--- src/rtl/if_stage_if.sv ---
// Instruction-memory request/response bus between the fetch stage and memory.
interface if_stage_if;
  logic        imem_req;
  logic [31:0] imem_addr;
  logic        imem_ack;
  logic [31:0] imem_rdata;

  // fetch stage side: issues requests, receives data
  modport master (
    output imem_req, imem_addr,
    input  imem_ack, imem_rdata
  );

  // memory side: serves requests
  modport slave (
    input  imem_req, imem_addr,
    output imem_ack, imem_rdata
  );
endinterface

--- src/rtl/if_stage.sv ---
// Instruction fetch stage: single-outstanding imem requests, 2-entry prefetch
// FIFO with same-cycle bypass, branch/jump redirect with stale-ack discard.
module if_stage #(
  parameter logic [31:0] RESET_PC = 32'h0000_0000,
  parameter logic [31:0] NOP_INST = 32'h0000_0000
) (
  input  logic        clk,
  input  logic        reset,
  input  logic        stall,
  input  logic        doBranch_id,
  input  logic [31:0] imm_for_branch,
  if_stage_if.master  imem,
  output logic [31:0] pc,
  output logic [31:0] inst,
  output logic        inst_valid
);

  typedef struct packed {
    logic [31:0] pc4;
    logic [31:0] word;
  } fq_ent_t;

  localparam logic [5:0] OP_J   = 6'b000010;
  localparam logic [5:0] OP_JAL = 6'b000011;

  logic [31:0]   fetch_pc_q, fetch_pc_d;
  fq_ent_t [1:0] fq_q, fq_d;
  logic          head_q, head_d;
  logic [1:0]    cnt_q, cnt_d;
  logic          outst_q, outst_d;
  logic          discard_q, discard_d;
  logic          run_q, run_d;
  logic [31:0]   req_addr_q, req_addr_d;
  logic [31:0]   pc_q, pc_d;
  logic [31:0]   inst_q, inst_d;
  logic          vld_q, vld_d;

  logic          req, ack_live, ack_use, redirect, push, pop, wr_idx;
  logic [31:0]   addr, imm_sh, target, fetch_pc_inc;

  // An outstanding request keeps its latched address even if fetch_pc is
  // redirected underneath it; only a fresh request looks at fetch_pc.
  // run_q holds requests off until the first edge after reset release.
  assign req          = run_q & (outst_q | (cnt_q != 2'd2));
  assign addr         = outst_q ? req_addr_q : fetch_pc_q;
  assign imem.imem_req  = req;
  assign imem.imem_addr = addr;

  // acks without a live request are ignored
  assign ack_live     = imem.imem_ack & req;
  assign ack_use      = ack_live & ~discard_q;
  assign redirect     = doBranch_id & ~stall & vld_q;
  assign imm_sh       = imm_for_branch << 2;
  assign target       = ((inst_q[31:26] == OP_J) || (inst_q[31:26] == OP_JAL)) ?
                        imm_sh : pc_q + imm_sh;
  assign fetch_pc_inc = fetch_pc_q + 32'd4;
  assign wr_idx       = head_q ^ cnt_q[0];

  assign pc         = pc_q;
  assign inst       = inst_q;
  assign inst_valid = vld_q;

  // next-state: request tracking, FIFO push/pop, output register, redirect
  always_comb begin
    fetch_pc_d = fetch_pc_q;
    fq_d       = fq_q;
    head_d     = head_q;
    cnt_d      = cnt_q;
    discard_d  = discard_q;
    run_d      = 1'b1;
    pc_d       = pc_q;
    inst_d     = inst_q;
    vld_d      = vld_q;
    push       = 1'b0;
    pop        = 1'b0;
    outst_d    = req & ~imem.imem_ack;
    req_addr_d = addr;

    if (ack_live && discard_q) discard_d = 1'b0;

    if (redirect) begin
      // flush everything; data acked this cycle is simply not captured
      fetch_pc_d = target;
      cnt_d      = 2'd0;
      head_d     = 1'b0;
      inst_d     = NOP_INST;
      vld_d      = 1'b0;
      if (req && !imem.imem_ack) discard_d = 1'b1;
    end else begin
      if (ack_use) fetch_pc_d = fetch_pc_inc;
      if (stall) begin
        push = ack_use;
      end else if (cnt_q != 2'd0) begin
        pc_d   = fq_q[head_q].pc4;
        inst_d = fq_q[head_q].word;
        vld_d  = 1'b1;
        pop    = 1'b1;
        push   = ack_use;
      end else if (ack_use) begin
        // empty FIFO: hand the arriving word straight to decode
        pc_d   = fetch_pc_inc;
        inst_d = imem.imem_rdata;
        vld_d  = 1'b1;
      end else begin
        inst_d = NOP_INST;
        vld_d  = 1'b0;
      end
      if (push) fq_d[wr_idx] = '{pc4: fetch_pc_inc, word: imem.imem_rdata};
      if (pop)  head_d = ~head_q;
      cnt_d = cnt_q + {1'b0, push} - {1'b0, pop};
    end
  end

  // state registers, cleared asynchronously
  always_ff @(posedge clk or negedge reset) begin
    if (!reset) begin
      fetch_pc_q <= RESET_PC;
      fq_q       <= '0;
      head_q     <= 1'b0;
      cnt_q      <= 2'd0;
      outst_q    <= 1'b0;
      discard_q  <= 1'b0;
      run_q      <= 1'b0;
      req_addr_q <= '0;
      pc_q       <= '0;
      inst_q     <= NOP_INST;
      vld_q      <= 1'b0;
    end else begin
      fetch_pc_q <= fetch_pc_d;
      fq_q       <= fq_d;
      head_q     <= head_d;
      cnt_q      <= cnt_d;
      outst_q    <= outst_d;
      discard_q  <= discard_d;
      run_q      <= run_d;
      req_addr_q <= req_addr_d;
      pc_q       <= pc_d;
      inst_q     <= inst_d;
      vld_q      <= vld_d;
    end
  end

endmodule

--- src/flat_wrapper.sv ---
// flat-port wrapper written by rule: the top's interface ports become plain ports
module if_stage_flat 
#(
  parameter logic [31:0] RESET_PC = 32'h0000_0000,
  parameter logic [31:0] NOP_INST = 32'h0000_0000
)
  (clk, reset, stall, doBranch_id, imm_for_branch, pc, inst, inst_valid, imem_imem_req, imem_imem_addr, imem_imem_ack, imem_imem_rdata);
  if_stage_if imem_i ();
  input  logic clk;
  input  logic reset;
  input  logic stall;
  input  logic doBranch_id;
  input  logic [31:0] imm_for_branch;
  output logic [31:0] pc;
  output logic [31:0] inst;
  output logic inst_valid;
  output wire logic [$bits(imem_i.imem_req)-1:0] imem_imem_req;
  output wire logic [$bits(imem_i.imem_addr)-1:0] imem_imem_addr;
  input wire logic [$bits(imem_i.imem_ack)-1:0] imem_imem_ack;
  input wire logic [$bits(imem_i.imem_rdata)-1:0] imem_imem_rdata;
  assign imem_imem_req = imem_i.imem_req;
  assign imem_imem_addr = imem_i.imem_addr;
  assign imem_i.imem_ack = imem_imem_ack;
  assign imem_i.imem_rdata = imem_imem_rdata;
  if_stage #(.RESET_PC(RESET_PC), .NOP_INST(NOP_INST)) u_core (.clk(clk), .reset(reset), .stall(stall), .doBranch_id(doBranch_id), .imm_for_branch(imm_for_branch), .imem(imem_i), .pc(pc), .inst(inst), .inst_valid(inst_valid));
endmodule
--- config.mk ---
export PLATFORM = sky130hd
export DESIGN_NAME = if_stage_flat
export DESIGN_NICKNAME = d
export VERILOG_FILES = /design/src/rtl/if_stage_if.sv /design/src/rtl/if_stage.sv /design/src/flat_wrapper.sv
export SDC_FILE = /design/constraint.sdc
export NUM_CORES = 1
export LEC_CHECK = 0
export BUFFER_PORTS_ARGS = -buffer_cell sky130_fd_sc_hd__clkbuf_2
export CORE_ASPECT_RATIO = 0.5
export CORE_MARGIN = 2
export CORE_UTILIZATION = 60
export DETAILED_ROUTE_END_ITERATION = 16
export PLACE_DENSITY = 0.93
export SETUP_SLACK_MARGIN = 0.2
export SLEW_MARGIN = 20
export SYNTH_ARGS = -nofsm -noshare
export SYNTH_HDL_FRONTEND = slang
export SYNTH_SLANG_ARGS = --single-unit
--- constraint.sdc ---
create_clock -name clk -period 4.2 [get_ports clk]
set_input_delay 1.26 -clock clk [delete_from_list [all_inputs] [get_ports clk]]
set_output_delay 1.26 -clock clk [all_outputs]
set_load 0.05 [all_outputs]
==> key figures <==
STA
  • Hold Vio Cnt, Final: 0
  • Final setup vio count: 0
  • Actual slew at the worst max-slew pin: 1010 ps
  • Crit path time final: 3700 ps
  • RSZ-0062 raised after global routing: false
  • Crit share post-route: 88.0%
  • Fmax: 271 MHz
  • Slew Viols, Final: 0
  • Skew final: 10.4 ps
  • Max-slew headroom: 32.3%
  • TNS Setup: 0 ps
  • WHS: 484 ps

Finish
  • Reg area: 6590 µm²
  • Fill count: 1521
  • Diodes inserted: 0
  • Area of the multi-input gates: 6650 µm²
  • Area growth syn-to-layout: 13.5%
  • Layout Nets: 1574
  • Layout cell share with drive strength beyond 1: 24.4%

Route
  • Overall routed net length: 36500 µm
  • Vias: 11188
  • Via-to-Cell Ratio: 6.26
  • # DRC: 0
  • Drt pass-1 iters: 5
  • Final ANT Viol Nets: 0
  • DR WL/cell: 20.4 µm
  • Initial DRC count: 1051

Logic synthesis
  • Most area-hungry cell type in the Yosys netlist: dfrtp_1
  • Synthesized flop and latch total: 263
  • Top cell type's share of synthesized area: 48.2%
  • Top_reg_cell synth: dfrtp_1
  • Syn Nets: 1450
  • Post-Syn Area: 13700 µm²
  • Yosys Warn Count: 0
  • Distinct cells, synth: 66
  • Cells after Synth: 1348
  • Syn Area/Cell: 10.1 µm²
  • Asr flop ratio synth: 100%
  • Sequential area share after synthesis: 48.2%
  • Top cells by area, synth: dfrtp_1, mux2_2, mux2i_1, nor2_1, a21oi_1
  • Post-synth EDFFs: 0

Power
  • Leakage: 6.92 nW
  • Peak supply drop: 0.000612 V
  • Tot Pwr: 14.3 mW
  • PD cells: 920 nW/µm²

Clock tree
  • Hold buffer count at CTS: 0
  • Post-CTS Resized: 0
  • Reg clk slew, reported paths: 70 ps
  • H-tree depth: 1
  • Root Buffer: clkbuf_16
  • Setup bufs post-CTS: 0
  • Max clock buf depth: 3
  • Clock Sinks: 263
  • Clock buffer count from CTS: 24
  • Clock Latency Late Sink: 530 ps
  • CTS tree: built

Hold path
  • Hold crit path type: flop to flop
  • HP Start: u_core.inst[6]
  • Hold path depth: 2
  • Hold Crit Endpoint: u_core.inst[6]

Critical path
  • Crit path largest cell delay: 430 ps
  • R2R cell count: 11
  • Internal reg-to-reg setup slack: 920 ps
  • Crit-path max FO: 3
  • WS Path Type: input pin to flop
  • Worst path slowest cell: fa_1
  • Family with the most delay on the worst path: compound AO/OA/AOI/OAI gates
  • RR Startpoint: u_core.pc[2]
  • CP Buf/Inv Count: 1
  • Crit path top cell by count: a211o_1
  • Startpoint types: input pin
  • Cell chain of the critical path: clkbuf_2, ha_1, fa_1, a211o_1, a21oi_1, a211o_1, o21ai_1, a311o_1, a221oi_2, xnor2_1, nand2_1, a22oi_1
  • Critical path arrival: 4140 ps
  • CP required: 4650 ps
  • R2R Path End: u_core.fetch_pc_q[28]
  • Kind of end point of the critical path: flop

Floorplan
  • Die Y-Extent: 111 µm
  • Core region area: 22000 µm²
  • Die Span X: 217 µm
  • Die area: 24100 µm²
  • Starting Density: 62.1%
  • Site Rows: 38
  • Num ports: 167

Global routing
  • Vias in the first global route: 11640
  • Pin count of the biggest net entering global routing: 93
  • First-pass GRT wire length: 59400 µm
  • Grt ovf: 0
  • GRT Resource Usage Total: 30.7%
  • Initial antenna violation count: 0

Job
  • Max-Cap Viols: 0

Placed design
  • Final Wtd Congestion: 0.952
  • I/O Buffers: 164
  • DPL Wire Length: 24400 µm

Run status
  • Status: completed
cells in the final DEF, fill, tap and decap left out, types with 10 or more instances in the layout:
cell	count
o21ai_0	70
a21o_1	18
xnor2_1	49
mux2i_1	59
xor2_1	36
dfrtp_1	262
nand3_1	25
nor2_1	150
mux2_2	111
o22a_1	17
nand2_1	123
ha_1	32
a21oi_1	109
clkbuf_16	24
buf_4	26
clkbuf_2	163
inv_1	10
a31oi_1	41
a22oi_1	22
cell usage after synthesis (3+ instances only):
| library cell | count |
|---|---|
| or3_1 | 3 |
| mux2_2 | 111 |
| nand2_1 | 123 |
| and3_1 | 9 |
| clkbuf_8 | 3 |
| a22oi_1 | 22 |
| buf_2 | 21 |
| nor3b_1 | 3 |
| mux2i_1 | 59 |
| clkbuf_1 | 58 |
| nor2b_1 | 6 |
| o22a_1 | 17 |
| a211o_1 | 3 |
| a31oi_1 | 41 |
| and4_1 | 3 |
| o211ai_1 | 9 |
| inv_1 | 10 |
| nor2_1 | 152 |
| nor3_1 | 9 |
| buf_1 | 8 |
| a21oi_1 | 109 |
| a211oi_1 | 9 |
| o21bai_1 | 5 |
| ha_1 | 32 |
| xor2_1 | 36 |
| nand4_1 | 9 |
| nand3_1 | 25 |
| o21a_1 | 4 |
| and2_1 | 3 |
| a21o_1 | 18 |
| dfrtp_1 | 263 |
| xnor2_1 | 49 |
| o21ai_0 | 71 |
per-layer routing:
metal	up-vias	routed length, µm	global-route usage (%)	share of wire [%]
met5	-	0	0	0
met4	0	1280	12.3	3.5
met3	124	3100	6.86	8.5
met2	532	17500	50.2	48
met1	5528	14700	39.9	40
li1	5004	-	-	-
power breakdown:
part           internal (mW)  switching, mW
Combinational           2.62           4.63
Sequential              3.72           1.05
Clock                   1.27          0.970
Total                   7.61           6.65
metrics by stage:
step	area, µm²	std cells	utilization [%]	worst slack (ps)
6_report	15500	1788	70.4	504
5_1_grt	15500	1788	70.4	311
4_1_cts	15500	1788	70.4	539
3_5_place_dp	14700	1746	66.8	10.4
3_3_place_gp	14700	1746	66.8	49.1
2_1_floorplan	13700	1348	-	501
state kept, by name, indices dropped and copies added, names as in the netlist, 2 cells and up, named ones only:
signal / count
u_core.cnt_q: 2
u_core.req_addr_q: 32
u_core.pc: 32
u_core.inst: 32
u_core.fq_q: 128
u_core.fetch_pc_q: 32
kinds of logic after synthesis:
family	after synthesis	synth area share, %
adder cells (fa/ha/maj)	33	3.08
multiplexers	170	13.5
flip-flops	263	48.2
AND/OR/NAND/NOR	358	11.3
other	1	0.0274
XOR/XNOR	85	5.45
AO/OA/AOI/OAI	334	15.2
buffers and inverters	104	3.40
final cells by class:
class,instances,area share [%]
multi-input combinational,981,42.9
timing repair buffer,192,6.88
tap,300,2.42
clock buffer,34,4.44
inverter,10,0.242
sequential,263,42.5
clock inverter,8,0.670
worst max-delay path by stage:
stage | from | end | cells past startpoint
3_3_place_gp | imm_for_branch[0] | u_core.fetch_pc_q[28] | 12
2_1_floorplan | imm_for_branch[0] | u_core.fetch_pc_q[28] | 11
6_report | imm_for_branch[0] | u_core.fetch_pc_q[28] | 12
4_1_cts | imm_for_branch[0] | u_core.fetch_pc_q[28] | 12
5_1_grt | imm_for_branch[0] | u_core.fetch_pc_q[28] | 12
3_5_place_dp | imm_for_branch[0] | u_core.fetch_pc_q[28] | 12
worst min-delay path, delay by kind of cell, from the launching register on:
| kind | cells | cell delay, ps |
|---|---|---|
| simple gates | 1 | 50 |
| compound gates | 1 | 60 |
| flops | 1 | 340 |
Power figures use the tool's default switching activity.
